### config.mk
export PLATFORM = sky130hd
export DESIGN_NAME = fp_stream_accumulator
export DESIGN_NICKNAME = d
export VERILOG_FILES = /design/src/rtl/fp_stream_accumulator.sv
export SDC_FILE = /design/constraint.sdc
export NUM_CORES = 1
export LEC_CHECK = 0
export ABC_AREA = 1
export CORE_ASPECT_RATIO = 0.8
export CORE_UTILIZATION = 34
export DETAILED_ROUTE_END_ITERATION = 10
export PLACE_DENSITY = 0.77
export SETUP_SLACK_MARGIN = 0.4
export SYNTH_ARGS = -nofsm -noshare
export SYNTH_HDL_FRONTEND = slang
export SYNTH_SLANG_ARGS = --single-unit
### constraint.sdc
create_clock -name clk -period 1.5 [get_ports clk]
set_input_delay 0.225 -clock clk [delete_from_list [all_inputs] [get_ports clk]]
set_output_delay 0.225 -clock clk [all_outputs]
set_load 0.01 [all_outputs]
### src/rtl/fp_stream_accumulator.sv
// rtl/fp_stream_accumulator.sv - sequential wrapper summing a stream of LEN float words via an external adder
module fp_stream_accumulator #(
    parameter int LEN_W = 8
) (
    input  logic             clk,
    input  logic             rst_n,
    input  logic             start,
    input  logic [LEN_W-1:0] len,
    input  logic             in_valid,
    output logic             in_ready,
    input  logic [31:0]      in_data,
    output logic [31:0]      add_a,
    output logic [31:0]      add_b,
    input  logic [31:0]      add_sum,
    output logic             out_valid,
    input  logic             out_ready,
    output logic [31:0]      out_data,
    output logic             ovf,
    output logic             busy
);

    typedef enum logic [1:0] {
        IDLE = 2'd0,
        ACC  = 2'd1,
        HOLD = 2'd2
    } state_t;

    state_t           state, state_nxt;
    logic [31:0]      acc, acc_nxt;
    logic [LEN_W-1:0] cnt, cnt_nxt;
    logic [LEN_W-1:0] len_q, len_q_nxt;
    logic             ovf_q, ovf_nxt;
    logic             beat;
    logic             last;

    always_ff @(posedge clk or negedge rst_n) begin
        if (!rst_n) begin
            state <= IDLE;
            acc   <= 32'h0;
            cnt   <= '0;
            len_q <= '0;
            ovf_q <= 1'b0;
        end else begin
            state <= state_nxt;
            acc   <= acc_nxt;
            cnt   <= cnt_nxt;
            len_q <= len_q_nxt;
            ovf_q <= ovf_nxt;
        end
    end

    assign beat = (state == ACC) && in_valid;
    // Exit compares against len_q-1 so cnt never needs to hold len_q itself.
    assign last = (cnt == len_q - LEN_W'(1));

    always_comb begin
        state_nxt = state;
        acc_nxt   = acc;
        cnt_nxt   = cnt;
        len_q_nxt = len_q;
        ovf_nxt   = ovf_q;
        unique case (state)
            IDLE: begin
                if (start) begin
                    acc_nxt   = 32'h0;
                    cnt_nxt   = '0;
                    ovf_nxt   = 1'b0;
                    len_q_nxt = len;
                    state_nxt = (len == '0) ? HOLD : ACC;
                end
            end
            ACC: begin
                if (beat) begin
                    acc_nxt = add_sum;
                    cnt_nxt = cnt + LEN_W'(1);
                    ovf_nxt = ovf_q | (add_sum[30:23] == 8'hFF);
                    if (last) begin
                        state_nxt = HOLD;
                    end
                end
            end
            HOLD: begin
                if (out_ready) begin
                    state_nxt = IDLE;
                end
            end
            default: state_nxt = IDLE;
        endcase
    end

    assign in_ready  = (state == ACC);
    assign out_valid = (state == HOLD);
    assign busy      = (state != IDLE);
    assign out_data  = acc;
    assign ovf       = ovf_q;
    assign add_a     = acc;
    assign add_b     = in_data;

endmodule

### Word-level counts from Yosys, hierarchy flattened

Index checks and enable logic that the tools add are counted.

* word-level logic and storage cells: 39
* bits of input ports: 77
* bits in registers: 51
* output and inout port bits: 100

* add/subtract/negate cells: 2
* reduce and logical (&&, ||, !) cells: 8
* equal/unequal tests: 8
* mux-type cells: 15
* bitwise gates (word level): 1

Operator list (number)
* 2-to-1 mux 32 bit: 2
* case mux 32 bit (2 select lines): 1
* 2-to-1 mux 8 bit: 2
* case mux 8 bit (2 select lines): 1
* 2-to-1 mux 2 bit: 5
* adder 8 x 1 -> 8 bit (second input constant): 1
* == test 8 bit: 1
* == test 8 bit (second input constant): 1
* zero test 8 bit: 1
* subtractor 8 x 1 -> 8 bit (second input constant): 1
* != test 2 x 1 -> 1 bit (second input constant): 3
* case mux 2 bit (3 select lines): 1
* AND reduction 4 bit: 1
* nonzero test 2 bit: 2
* AND reduction 3 bit: 1
* == test 2 x 1 -> 1 bit (second input constant): 1
* == test 2 bit (second input constant): 1
* zero test 2 bit: 1
* 2-to-1 mux 1 bit: 2
* != test 2 bit (second input constant): 1
* case mux 1 bit (2 select lines): 1
* AND reduction 2 bit: 1
* logical AND 1 bit: 1
* bitwise OR 1 bit: 1

### Logic depth before layout (Yosys ltp)

* depth in word-level cells: 5
* depth in mapped cells: 14
* mapped depth without buffers: 14

### Worst setup path after synthesis

OpenSTA, ideal clock, no wires.

* kind: register -> register
* from: register len_q[0]
* to: register state[0]
* period minus slack after synthesis: 1.534 ns
* required time: 1.383 ns
* path slack: -0.034 ns
* path buffers: 0
* stages on the path, launching flop included: 15
* setup time: 0.117 ns
* arrival time: 1.418 ns
* cells stage by stage: dfrtp_1 > inv_1 > ha_1 > inv_1 > nand2_1 > nand2_1 > nand2_1 > nor2_1 > nand3_1 > nor2_1 > nand2_1 > nand2_1 > nand2_1 > nand2_1 > nand2_1

* longest elaborated chain between the ends: 4

RTL lines
* start: declaration: RTL line 31 `logic [LEN_W-1:0] len_q, len_q_nxt;`
* start signal: assignment: RTL line 47 `len_q <= len_q_nxt;`
* subtractor 8 x 1 -> 8 bit: RTL line 54 `assign last = (cnt == len_q - LEN_W'(1));`
* == test 8 bit: RTL line 54
* != test 2 x 1 -> 1 bit (no source line)
* AND reduction 4 bit (no source line)
* end signal: assignment: RTL line 44 `state <= state_nxt;`
* end: declaration: RTL line 28 `state_t state, state_nxt;`

Every way passes these cells.
A chain may end at the register's enable or synchronous reset.

### Worst setup path after layout

* from: register len_q[1]
* to: register state[0]

The elaborated chain is that of the path after synthesis.

==> flow_summary.rst <==
.. list-table::
   :header-rows: 1

   * - Metric
     - Value
   * - Cell at the root of the clock tree
     - clkbuf_8
   * - Synth top area cells
     - dfrtp_1, buf_4, nand2_1
   * - Yosys top cell area share
     - 0.4318
   * - DRT Pass-1 Iters
     - 5
   * - Critical Path Fanout Max
     - 3
   * - Filler cells
     - roughly 660
   * - Setup repair after global routing missed its margin
     - true
   * - Fraction of registers with async set or reset after synthesis
     - 1.000
   * - Die ar.
     - around 9100 sq um
   * - Most instantiated flip-flop cell in the synthesis netlist
     - dfrtp_1
   * - Result of the run
     - complete, but fails checks
   * - Number of placement rows
     - 30
   * - Post-DRT Antenna Nets
     - 0
   * - Relative contribution of combinational cells to total power
     - 0.696
   * - Clock network fraction of design power
     - 0.075
   * - Clock transition at the registers of the reported paths
     - 90 ps
   * - DRC violation total after the first TritonRoute iteration
     - between 100 and 150
   * - Delay of the slowest critical-path stage
     - 420 ps
   * - Count of vias placed by the detailed router
     - about 3.1k
   * - Cells traversed along the worst timing path
     - inv_2, ha_4, inv_2, nand2_2, nand2_1, nand2_1, nand2_1, nand3_1, nor2_2, nand2_1, nand2_2, nand2_1, nand2_1, nand2_1
   * - Path type of the worst setup path
     - reg2reg
   * - Clock network latency to the later pin of the worst-skew pair
     - between 300 and 400 ps
   * - Violations in the final reports
     - setup timing
   * - Yosys reg bits
     - roughly 50
   * - Period minus WS final
     - ~1700 ps
   * - Worst Clk Skew
     - roughly 11 ps
   * - Warnings from Yosys
     - 0
   * - Clock tree from TritonCTS
     - yes
   * - Fraction of power spent switching nets
     - 0.4226
   * - Most common cell after layout, fill and taps aside
     - buf_6
   * - Seq pwr share
     - 0.229
   * - Initial antenna violation count
     - 0
   * - Count of H-tree levels built during CTS
     - 2
   * - Maximum Capacitance Violations
     - 0
   * - Highest-count cells in the layout ignoring fill and taps
     - buf_6, nand2_1, dfrtp_1, buf_4, clkdlybuf4s50_1
   * - EDFF count, synth
     - 0
   * - Gate count of the mapped netlist
     - 374
   * - Slew headroom
     - 0.6341
   * - Layout cells sized above 1
     - 0.5182
   * - Synth-to-Final Area Change
     - 72.74%
   * - Post-route DRC
     - 0
   * - Clock net sink count
     - 51
   * - Placement-stage worst setup slack
     - -137.8 ps
   * - Initial core utilization
     - 0.3499
   * - Kind of launch point of the worst setup path
     - register
   * - Post-layout net count
     - about 600
   * - Sequential area share after synthesis
     - 0.4318
   * - Buffers from clock root to sink, at most
     - 2
   * - Pwr Density
     - 2170 nW/um^2
   * - Tightest Hold Check Type
     - in2async
   * - Final worst-path cycle share
     - 1.144
   * - Peak Freq
     - 582.7 MHz
   * - Post-route worst setup slack
     - -216.1 ps
   * - Maximum number of pins on one net before global-route repair
     - 52
   * - Critical Path AT
     - 1920 ps
   * - Worst-Margin Slew
     - between 500 and 600 ps
   * - Post-DR wirelength/cell
     - between 15 and 20 um
   * - Via density
     - slightly below 5
   * - Internal power
     - 6.397 mW
   * - Final setup violating endpoints
     - 2
   * - Minimum hold slack
     - between 400 and 500 ps
   * - Cell type with the highest aggregate area in the netlist
     - dfrtp_1
   * - Synthesized area divided by synthesized cell count
     - approximately 7.9 sq um
   * - Syn Nets
     - between 400 and 500
   * - Crit path required time
     - 1700 ps
   * - DP Wirelength
     - about 5000 um
   * - Chip Width
     - between 100 and 150 um
   * - Port Buffer Count
     - roughly 110
   * - Number of global-route vias before repair
     - ~2.8k
   * - Core ar.
     - ~8400 sq um
   * - Summed negative setup slack over all endpoints
     - -352.6 ps
   * - Total routed wirelength
     - around 9900 um
   * - Diode insertion count for antenna repair
     - 0
   * - Number of different library cells in the post-synthesis netlist
     - 29
   * - TritonCTS Buffers
     - 5
   * - Die outline height
     - roughly 85 um
   * - Leakage Power
     - about 2.7 nW
   * - Kind of capture point of the worst setup path
     - register
   * - Hold Fails Final Rpt
     - 0
   * - Combined global-route utilization of all metal layers
     - 0.1899
   * - Switching power summed over all nets
     - about 4.7 mW
   * - Area of the mapped netlist
     - roughly 3000 sq um
   * - Number of top-level pins
     - around 180
   * - Number of slew-limit violations in the final report
     - 0
   * - Most numerous cell on the critical path
     - nand2_1
   * - Weighted congestion at the end of routability-driven global placement
     - between 0.8 and 0.9
   * - GR Overflow Total
     - 0
   * - Maximum ir drop on the vdd rail
     - between 1000 and 1500 uV
   * - First-pass GRT wire length
     - 13680 um
   * - Slowest CP cell
     - dfrtp_1
repair_timing:
| item | CTS | global route |
|---|---|---|
| hold buffers | 1 | 0 |
| hold endpoints to repair | 51 | 0 |
| setup buffers | 44 | 36 |
| gates cloned | 6 | 1 |
| setup endpoints to repair | 119 | 107 |
| pin swaps | 12 | 6 |
| resized for setup | 415 | 70 |
kinds of logic after synthesis:
kind of cell | share of synthesized area
AOI/OAI and AO/OA | 0.05419
xor gates and xnor gates | 0.01482
adders and majority gates | 0.008466
buffers and inverters | 0.2218
DFF | 0.4318
and+or+nand+nor | 0.2688
critical path: cells and delay by family, from the launching register on:
kind                       cells  cell delay, ps
adders and majority gates      1             180
buffers and inverters          2             130
DFF                            1             420
and+or+nand+nor               11             900
final timing paths:
check	from	end	slack, ps	depth (start not counted)
min reg2reg	cnt[7]$_DFFE_PN0P_	cnt[7]$_DFFE_PN0P_	540	1
max reg2reg	len_q[1]$_DFFE_PN0P_	state[0]$_DFFE_PN0P_	-220	14
max in group asynchronous	rst_n	add_a[27]$_DFFE_PN0P_	810	3
min in group clk	in_data[19]	add_b[19]	450	0
min	rst_n	len_q[4]$_DFFE_PN0P_	430	3
max	len_q[1]$_DFFE_PN0P_	state[0]$_DFFE_PN0P_	-220	14
power by group through the flow:
stage | clock network (mW) | logic [mW] | registers, mW
finish | 0.828 | 7.71 | 2.54
global placement | 0 | 4.32 | 2.52
detailed placement | 0 | 4.42 | 2.55
floorplan | 0 | 2.56 | 2.65
CTS | 0.845 | 6.15 | 2.47
global route | 0.897 | 8.19 | 2.60
layer usage:
metal  GRT usage  up-vias  part of all wire
li1            -     1413                 -
met1      0.2363     1491              0.40
met2      0.3294      125              0.52
met3     0.04071       27             0.059
met4     0.05934        0             0.020
met5           0        -                 0
sequential cells by signal (all words and copies together), names as in the netlist:
signal,flops
cnt,8
len_q,8
state,2
ovf,1
add_a,32
Yosys cell counts, drive strengths merged (3+ instances only):
library cell / number
clkbuf: 5
dfrtp: 51
xor2: 3
inv: 35
buf: 69
nand3: 35
o21ai: 22
a21oi: 5
nand2: 106
nor3: 7
nor2: 24
stage by stage:
stage	area (sq um)	power, mW	util	cells
after detailed placement	3832	6.965	0.4538	537
after global placement	3832	6.847	0.4538	537
after global routing	5105	11.69	0.6044	633
after floorplan	3012	5.206	-	374
final	5105	11.08	0.6044	633
after CTS	4552	9.460	0.5390	596
cell type report:
cell class / instances / area, sq um / area share
clock buffers: 7 / 86.33 / 0.01691
clock inverters: 1 / 5.005 / 0.0009804
inverters: 35 / 155.1 / 0.03039
multi-input cells: 214 / 1408 / 0.2757
flip-flops and latches: 51 / 1280 / 0.2507
well taps: 112 / 140.1 / 0.02745
repair buffers: 209 / 1953 / 0.3826
repair inverters: 4 / 77.57 / 0.01520
Note: power is estimated with default switching activity, not from simulation.
